**config.mk**
```make
export PLATFORM = sky130hd
export DESIGN_NAME = mult_div_unit_flat
export DESIGN_NICKNAME = d
export VERILOG_FILES = /design/src/rtl/mult_div_unit_if.sv /design/src/rtl/mult_div_unit.sv /design/src/flat_wrapper.sv
export SDC_FILE = /design/constraint.sdc
export NUM_CORES = 1
export LEC_CHECK = 0
export ABC_AREA = 1
export BUFFER_PORTS_ARGS = -buffer_cell sky130_fd_sc_hd__buf_2
export CAP_MARGIN = 10
export CORE_ASPECT_RATIO = 1.5
export CORE_MARGIN = 2
export CORE_UTILIZATION = 55
export CTS_CLUSTER_DIAMETER = 50
export DETAILED_ROUTE_END_ITERATION = 8
export PLACE_DENSITY = 0.82
export SYNTH_ARGS = -nofsm -noshare
export SYNTH_HDL_FRONTEND = slang
export SYNTH_SLANG_ARGS = --single-unit
```
**constraint.sdc**
```tcl
create_clock -name clock -period 9.3 [get_ports clock]
set_input_delay 1.86 -clock clock [delete_from_list [all_inputs] [get_ports clock]]
set_output_delay 1.86 -clock clock [all_outputs]
set_load 0.005 [all_outputs]
```
**src/rtl/mult_div_unit_if.sv**
```systemverilog
// Execute-stage side of the multiply/divide unit: request strobe, opcode, operands,
// MFHI/MFLO read data and the busy/done/div-by-zero status.
interface mult_div_unit_if #(
    parameter int WIDTH = 32
);
    logic             w_start;
    logic [5:0]       w_op_code_6;
    logic [WIDTH-1:0] w_input1_x;
    logic [WIDTH-1:0] w_input2_x;
    logic [WIDTH-1:0] w_output_x;
    logic             w_busy;
    logic             w_done;
    logic             w_div_by_zero;

    modport master (
        output w_start, w_op_code_6, w_input1_x, w_input2_x,
        input  w_output_x, w_busy, w_done, w_div_by_zero
    );

    modport slave (
        input  w_start, w_op_code_6, w_input1_x, w_input2_x,
        output w_output_x, w_busy, w_done, w_div_by_zero
    );
endinterface

```
**src/rtl/mult_div_unit.sv**
```systemverilog
// Iterative shift-add multiplier and restoring divider with architectural HI/LO,
// one result bit per cycle, sign handled by magnitude conversion and a final fix-up.
module mult_div_unit #(
    parameter int WIDTH = 32
) (
    input  logic           clock,
    input  logic           reset,
    mult_div_unit_if.slave bus
);
    localparam int CNT_W = $clog2(WIDTH + 1);

    localparam logic [5:0] OP_MFHI  = 6'h10;
    localparam logic [5:0] OP_MTHI  = 6'h11;
    localparam logic [5:0] OP_MFLO  = 6'h12;
    localparam logic [5:0] OP_MTLO  = 6'h13;
    localparam logic [5:0] OP_MULT  = 6'h18;
    localparam logic [5:0] OP_MULTU = 6'h19;
    localparam logic [5:0] OP_DIV   = 6'h1A;
    localparam logic [5:0] OP_DIVU  = 6'h1B;

    typedef enum logic [1:0] {IDLE, MUL, DIV, FIXUP} state_t;

    state_t state, next_state;

    logic [WIDTH-1:0]   hi, lo;
    logic [2*WIDTH-1:0] acc;
    logic [WIDTH:0]     rem;
    logic [WIDTH-1:0]   operand;
    logic [CNT_W-1:0]   count;
    logic               div_op, res_neg, rem_neg;
    logic               dbz_pending;
    logic [WIDTH-1:0]   dbz_value;
    logic               done, div_by_zero;

    logic               is_mul, is_div, is_signed, divisor_zero;
    logic               sign_a, sign_b;
    logic [WIDTH-1:0]   mag_a, mag_b;

    logic               accept_mul, accept_div, accept_dbz;
    logic               write_hi, write_lo, done_next;

    logic [WIDTH-1:0]   addend;
    logic [WIDTH:0]     mul_sum, div_shift, div_diff;
    logic               div_fits;
    logic [2*WIDTH-1:0] product;
    logic [WIDTH-1:0]   quotient, remainder;

    // The magnitude of the most-negative operand wraps to 2^(WIDTH-1), which is
    // still correct when read as unsigned.
    always_comb begin
        is_mul       = (bus.w_op_code_6 == OP_MULT) || (bus.w_op_code_6 == OP_MULTU);
        is_div       = (bus.w_op_code_6 == OP_DIV)  || (bus.w_op_code_6 == OP_DIVU);
        is_signed    = (bus.w_op_code_6 == OP_MULT) || (bus.w_op_code_6 == OP_DIV);
        sign_a       = is_signed & bus.w_input1_x[WIDTH-1];
        sign_b       = is_signed & bus.w_input2_x[WIDTH-1];
        mag_a        = sign_a ? -bus.w_input1_x : bus.w_input1_x;
        mag_b        = sign_b ? -bus.w_input2_x : bus.w_input2_x;
        divisor_zero = (bus.w_input2_x == '0);
    end

    // A pending divide-by-zero write blocks new requests so it cannot collide with an MT write.
    always_comb begin
        next_state = state;
        accept_mul = 1'b0;
        accept_div = 1'b0;
        accept_dbz = 1'b0;
        write_hi   = 1'b0;
        write_lo   = 1'b0;
        done_next  = 1'b0;
        case (state)
            IDLE: begin
                if (bus.w_start && !dbz_pending) begin
                    if (is_mul) begin
                        accept_mul = 1'b1;
                        next_state = MUL;
                    end else if (is_div && divisor_zero) begin
                        accept_dbz = 1'b1;
                    end else if (is_div) begin
                        accept_div = 1'b1;
                        next_state = DIV;
                    end else if (bus.w_op_code_6 == OP_MTHI) begin
                        write_hi = 1'b1;
                    end else if (bus.w_op_code_6 == OP_MTLO) begin
                        write_lo = 1'b1;
                    end
                end
            end
            MUL, DIV: begin
                if (count == CNT_W'(1)) next_state = FIXUP;
            end
            FIXUP: begin
                next_state = IDLE;
                done_next  = 1'b1;
            end
            default: next_state = IDLE;
        endcase
    end

    always_comb begin
        addend    = acc[0] ? operand : '0;
        mul_sum   = {1'b0, acc[2*WIDTH-1:WIDTH]} + {1'b0, addend};
        div_shift = {rem[WIDTH-1:0], acc[WIDTH-1]};
        div_fits  = (div_shift >= {1'b0, operand});
        div_diff  = div_shift - {1'b0, operand};
        product   = res_neg ? -acc : acc;
        quotient  = res_neg ? -acc[WIDTH-1:0] : acc[WIDTH-1:0];
        remainder = rem_neg ? -rem[WIDTH-1:0] : rem[WIDTH-1:0];
    end

    always_ff @(posedge clock or posedge reset) begin
        if (reset) state <= IDLE;
        else       state <= next_state;
    end

    // Multiply keeps the multiplier in the low half of acc; divide shifts the dividend
    // out of the low half while quotient bits shift in behind it.
    always_ff @(posedge clock or posedge reset) begin
        if (reset) begin
            acc     <= '0;
            rem     <= '0;
            operand <= '0;
            count   <= '0;
            div_op  <= 1'b0;
            res_neg <= 1'b0;
            rem_neg <= 1'b0;
        end else if (accept_mul) begin
            acc     <= {{WIDTH{1'b0}}, mag_b};
            operand <= mag_a;
            count   <= CNT_W'(WIDTH);
            div_op  <= 1'b0;
            res_neg <= sign_a ^ sign_b;
            rem_neg <= 1'b0;
        end else if (accept_div) begin
            acc     <= {{WIDTH{1'b0}}, mag_a};
            rem     <= '0;
            operand <= mag_b;
            count   <= CNT_W'(WIDTH);
            div_op  <= 1'b1;
            res_neg <= sign_a ^ sign_b;
            rem_neg <= sign_a;
        end else if (state == MUL) begin
            acc   <= {mul_sum, acc[WIDTH-1:1]};
            count <= count - CNT_W'(1);
        end else if (state == DIV) begin
            rem             <= div_fits ? div_diff : div_shift;
            acc[WIDTH-1:0]  <= {acc[WIDTH-2:0], div_fits};
            count           <= count - CNT_W'(1);
        end
    end

    always_ff @(posedge clock or posedge reset) begin
        if (reset) begin
            hi          <= '0;
            lo          <= '0;
            dbz_pending <= 1'b0;
            dbz_value   <= '0;
            done        <= 1'b0;
            div_by_zero <= 1'b0;
        end else begin
            done        <= done_next | dbz_pending;
            div_by_zero <= dbz_pending;
            dbz_pending <= accept_dbz;
            if (accept_dbz) dbz_value <= bus.w_input1_x;
            if (dbz_pending) begin
                hi <= dbz_value;
                lo <= '1;
            end else if (state == FIXUP) begin
                if (div_op) begin
                    hi <= remainder;
                    lo <= quotient;
                end else begin
                    {hi, lo} <= product;
                end
            end else begin
                if (write_hi) hi <= bus.w_input1_x;
                if (write_lo) lo <= bus.w_input1_x;
            end
        end
    end

    always_comb begin
        bus.w_output_x = '0;
        if (bus.w_op_code_6 == OP_MFHI)      bus.w_output_x = hi;
        else if (bus.w_op_code_6 == OP_MFLO) bus.w_output_x = lo;
    end

    assign bus.w_busy        = (state != IDLE);
    assign bus.w_done        = done;
    assign bus.w_div_by_zero = div_by_zero;
endmodule

```
**src/flat_wrapper.sv**
```systemverilog
// flat-port wrapper written by rule: the top's interface ports become plain ports
module mult_div_unit_flat 
#(
    parameter int WIDTH = 32
)
  (clock, reset, bus_w_start, bus_w_op_code_6, bus_w_input1_x, bus_w_input2_x, bus_w_output_x, bus_w_busy, bus_w_done, bus_w_div_by_zero);
  mult_div_unit_if #(.WIDTH(WIDTH)) bus_i ();
  input  logic clock;
  input  logic reset;
  input wire logic [$bits(bus_i.w_start)-1:0] bus_w_start;
  input wire logic [$bits(bus_i.w_op_code_6)-1:0] bus_w_op_code_6;
  input wire logic [$bits(bus_i.w_input1_x)-1:0] bus_w_input1_x;
  input wire logic [$bits(bus_i.w_input2_x)-1:0] bus_w_input2_x;
  output wire logic [$bits(bus_i.w_output_x)-1:0] bus_w_output_x;
  output wire logic [$bits(bus_i.w_busy)-1:0] bus_w_busy;
  output wire logic [$bits(bus_i.w_done)-1:0] bus_w_done;
  output wire logic [$bits(bus_i.w_div_by_zero)-1:0] bus_w_div_by_zero;
  assign bus_i.w_start = bus_w_start;
  assign bus_i.w_op_code_6 = bus_w_op_code_6;
  assign bus_i.w_input1_x = bus_w_input1_x;
  assign bus_i.w_input2_x = bus_w_input2_x;
  assign bus_w_output_x = bus_i.w_output_x;
  assign bus_w_busy = bus_i.w_busy;
  assign bus_w_done = bus_i.w_done;
  assign bus_w_div_by_zero = bus_i.w_div_by_zero;
  mult_div_unit #(.WIDTH(WIDTH)) u_core (.clock(clock), .reset(reset), .bus(bus_i));
endmodule
```
==> summary.md <==
| Metric | Value |
|---|---|
| Std-Cell Rows | `88` |
| Final RePlAce weighted congestion | `1.05` |
| Crit path launch type | `input port` |
| GRT Util Overall | `39.4%` |
| Number of synthesized register bits | `238` |
| Fmax | `207 MHz` |
| Setup TNS | `0 ns` |
| Syn nets | `3,637` |
| Worst VDD drop | `0.134 mV` |
| Buf/Inv on CP | `7` |
| GR Overflow Total | `0` |
| Sequential power share | `45.4%` |
| Post-route ant nets | `0` |
| Post_cts resized | `0` |
| Antenna violations before repair | `0` |
| Status | `completed` |
| R2R depth | `15` |
| Synth Warn # | `0` |
| Num CTS Buffers | `26` |
| Placed instance count | `3,985` |
| Comb pwr share | `5.8%` |
| Hold Path End | `u_core.dbz_value[12]` |
| FF-to-FF End | `u_core.acc[29]` |
| Slew headroom | `23.8%` |
| DRC viols | `0` |
| Main combinational cell family by area after synthesis | `simple AND/OR/NAND/NOR gates` |
| Final Setup Violations | `0` |
| Worst-margin pin slew | `1.14 ns` |
| DR pass1 iterations | `8` |
| Post-DP HPWL | `63,600 microns` |
| Clock network fraction of total power | `48.7%` |
| Layout cells sized above 1 | `7.29%` |
| Setup slack, reg-to-reg | `4.80 ns` |
| Vias per cell | `5.98` |
| Compound-Gate Fraction of Synth Area | `15.5%` |
| Worst-path fanout max | `78` |
| Worst r2r src | `u_core.dbz_pending` |
| Width of the die | `165 microns` |
| Int Pwr | `1.71 mW` |
| Layout Nets | `3,667` |
| Synth unique cells | `52` |
| Avg Cell Area, Syn | `6.12 sq um` |
| WL final | `81,200 microns` |
| Port bufs | `107` |
| Vias in the first global route | `22,300` |
| Slowest stage delay, CP | `0.70 ns` |
| Hold path depth | `2` |
| Cell Area, Synth | `21,300 sq um` |
| Diode count | `0` |
| Pin count of the biggest net entering global routing | `95` |
| Area growth from synthesis to layout | `7.67%` |
| Sequential share of the synthesized area | `27.9%` |
| Dpl cell area | `22,100 sq um` |
| Arr. time, crit path | `5.28 ns` |
| Die area | `40,400 sq um` |
| Final Slew Violations | `0` |
| Unrepaired setup endpoints after global routing | `no` |
| First-pass GRT wire length | `122,000 microns` |
| Max Cap Viol | `0` |
| 1st-iter DRT viols | `2,888` |
| Clk root buf | `clkbuf_16` |
| CTS Sinks | `238` |
| Mux contribution to synthesized area | `0%` |
| Tmin final | `4.83 ns` |
| Setup Buffers After CTS | `0` |
| CTS tree | `built` |
| Clock slew at reported path FFs | `0.06 ns` |
| Core area | `38,400 sq um` |
| Tcrit/Tclk final | `52.0%` |
| Design area | `23,000 sq um` |
| Delay-heaviest family, CP | `simple AND/OR/NAND/NOR gates` |
| Worst path slowest cell | `nand2_4` |
| Starting Density | `55.5%` |
| CTS H-tree depth | `1` |
| Clk buf depth | `3` |
| Hold Buf Count CTS | `0` |
| Setup Skew | `0.0152 ns` |
| Switch share | `25.1%` |
| Clk_lat worst skew | `0.57 ns` |
| Crit path cell chain | `buf_2 -> nor2_4 -> nand3_2 -> nor2_2 -> inv_2 -> nor2_8 -> buf_4 -> inv_2 -> buf_4 -> nand2_4 -> inv_4 -> nand2_4 -> inv_2 -> nand2_1 -> nand2_1` |
| Worst hold path type | `flop to flop` |
| CP required | `9.75 ns` |
| Leakage power | `12.2 nW` |
| Post-synthesis adder-cell area fraction | `4.53%` |
| Critical Path Sink Type | `flop` |
| Finished Layout Cells | `4,032` |
| HP Start | `u_core.dbz_value[12]` |
| Cells after Synth | `3,488` |
| CP Class | `input port to flop` |
| Wire length per cell | `20.1 microns` |
| Die H | `245 microns` |
| Post-synthesis xor/xnor area fraction | `3.36%` |
| Filler cells | `3,889` |
| Simple-gate portion of the synthesized area | `37.5%` |
| Pwr dens | `99.2 nW/um^2` |
| Top Ports | `108` |
| DR vias | `24,100` |
| Fin. Hold Viols | `0` |
| Most common cell on crit path | `inv_2` |
| Sw power | `0.573 mW` |
## state kept, by name (all words and copies together) (netlist names)
| name | cells |
|---|---|
| u_core.acc | 64 |
| u_core.bus.w_div_by_zero | 1 |
| u_core.bus.w_done | 1 |
| u_core.count | 6 |
| u_core.dbz_pending | 1 |
| u_core.dbz_value | 32 |
| u_core.div_op | 1 |
| u_core.hi | 32 |
| u_core.lo | 32 |
| u_core.operand | 32 |
| u_core.rem | 32 |
| u_core.rem_neg | 1 |
| u_core.res_neg | 1 |
| u_core.state | 2 |
## stage by stage
step                      util, %  hold WS (ns)  power (mW)  setup slack, ns
after floorplan                 -         0.349        1.12            0.909
after global placement       57.5         0.454        1.18             4.07
after detailed placement     57.5         0.459        1.18             4.04
after CTS                    59.8         0.475        2.27             4.51
after global routing         59.8         0.494        2.32             4.27
final                        59.8         0.478        2.28             4.47
## Yosys cell counts (all sizes together)
library cell	n	area share [%]
a22oi	2	0.070
o21a	5	0.18
fa	2	0.19
inv	482	8.5
o31ai	5	0.18
nor3b	1	0.035
o21ai	265	6.2
o41ai	1	0.13
ha	74	4.3
nand4	51	1.6
and3	1	0.029
or2	14	0.41
clkinv	1	0.018
nor3	32	0.75
a21oi	156	3.7
xor2	51	2.1
nor4	5	0.15
and2	4	0.12
a211oi	2	0.070
dfrtp	238	28
o22ai	70	2.3
xnor2	31	1.3
nor2	359	6.8
o22a	2	0.082
a31oi	32	0.94
nand3b	12	0.42
clkbuf	64	1.1
nand2	1093	19
buf	60	1.5
a21o	7	0.25
nand3	326	7.7
o211ai	29	1.0
a21boi	2	0.070
o21bai	8	0.28
o221ai	1	0.041
## kinds of logic after synthesis
logic type | Yosys count
adder cells (fa/ha/maj) | 76
AO/OA/AOI/OAI | 587
AND/OR/NAND/NOR | 1898
flip-flops | 238
XOR/XNOR | 82
buffers and inverters | 607
## cells in the final DEF (no fill, tap or decap), drive strengths merged
| cell type | n |
|---|---|
| a211oi | 2 |
| a21boi | 2 |
| a21o | 7 |
| a21oi | 156 |
| a22oi | 2 |
| a31oi | 32 |
| and2 | 4 |
| and3 | 1 |
| buf | 126 |
| bufinv | 2 |
| clkbuf | 39 |
| clkinv | 4 |
| dfrtp | 238 |
| fa | 2 |
| ha | 74 |
| inv | 485 |
| nand2 | 1093 |
| nand3 | 326 |
| nand3b | 12 |
| nand4 | 51 |
| nor2 | 359 |
| nor3 | 32 |
| nor3b | 1 |
| nor4 | 5 |
| o211ai | 29 |
| o21a | 5 |
| o21ai | 265 |
| o21bai | 8 |
| o221ai | 1 |
| o22a | 2 |
| o22ai | 70 |
| o31ai | 5 |
| o41ai | 1 |
| or2 | 14 |
| xnor2 | 31 |
| xor2 | 51 |
## worst reg2reg max path: stages, from the launching register on
cell,delay (ns)
dfrtp_1,0.36
buf_4,0.26
inv_2,0.50
nand2_1,0.14
nor2_1,0.15
inv_2,0.10
nor2_8,0.10
buf_4,0.53
inv_2,0.05
buf_4,0.34
nand2_4,0.73
inv_4,0.13
nand2_4,0.39
inv_2,0.36
nand2_1,0.16
nand2_1,0.06
## layer usage
metal / share of wire [%] / vias to the layer above / global-route usage, % / wire [microns]
li1: - / 11300 / - / -
met4: 8.2 / 0 / 26.4 / 6620
met5: 0 / - / 0 / 0
met2: 46 / 1345 / 65.3 / 37700
met3: 9.2 / 321 / 5.61 / 7500
met1: 36 / 11100 / 47.1 / 29400
## power groups by stage
stage | clock (mW) | sequential [mW] | combinational, mW
after floorplan | 0 | 1.05 | 0.0664
after global routing | 1.15 | 1.03 | 0.143
after global placement | 0 | 1.05 | 0.129
final | 1.11 | 1.04 | 0.133
after CTS | 1.11 | 1.04 | 0.130
after detailed placement | 0 | 1.05 | 0.129
## worst max path at each step
stage	start	endpoint	slack, ns	cells past startpoint
after global placement	bus_w_op_code_6[5]	u_core.acc[25]	4.07	15
after detailed placement	bus_w_op_code_6[5]	u_core.acc[0]	4.04	15
final	bus_w_op_code_6[5]	u_core.acc[29]	4.47	15
after CTS	bus_w_op_code_6[3]	bus_w_output_x[7]	4.51	6
after floorplan	reset	u_core.acc[0]	0.91	1
after global routing	bus_w_op_code_6[4]	u_core.acc[29]	4.27	16
## final cells by class
cell class              instances  area (sq um)  share of cell area, %
well taps                     495           619                   2.70
clock inverters                 8           106                  0.463
repair buffers                126           678                   2.95
flip-flops and latches        238          5960                   25.9
clock buffers                  39           781                   3.40
multi-input cells            2643         13000                   56.6
inverters                     483          1820                   7.93
Power figures use the tool's default switching activity.
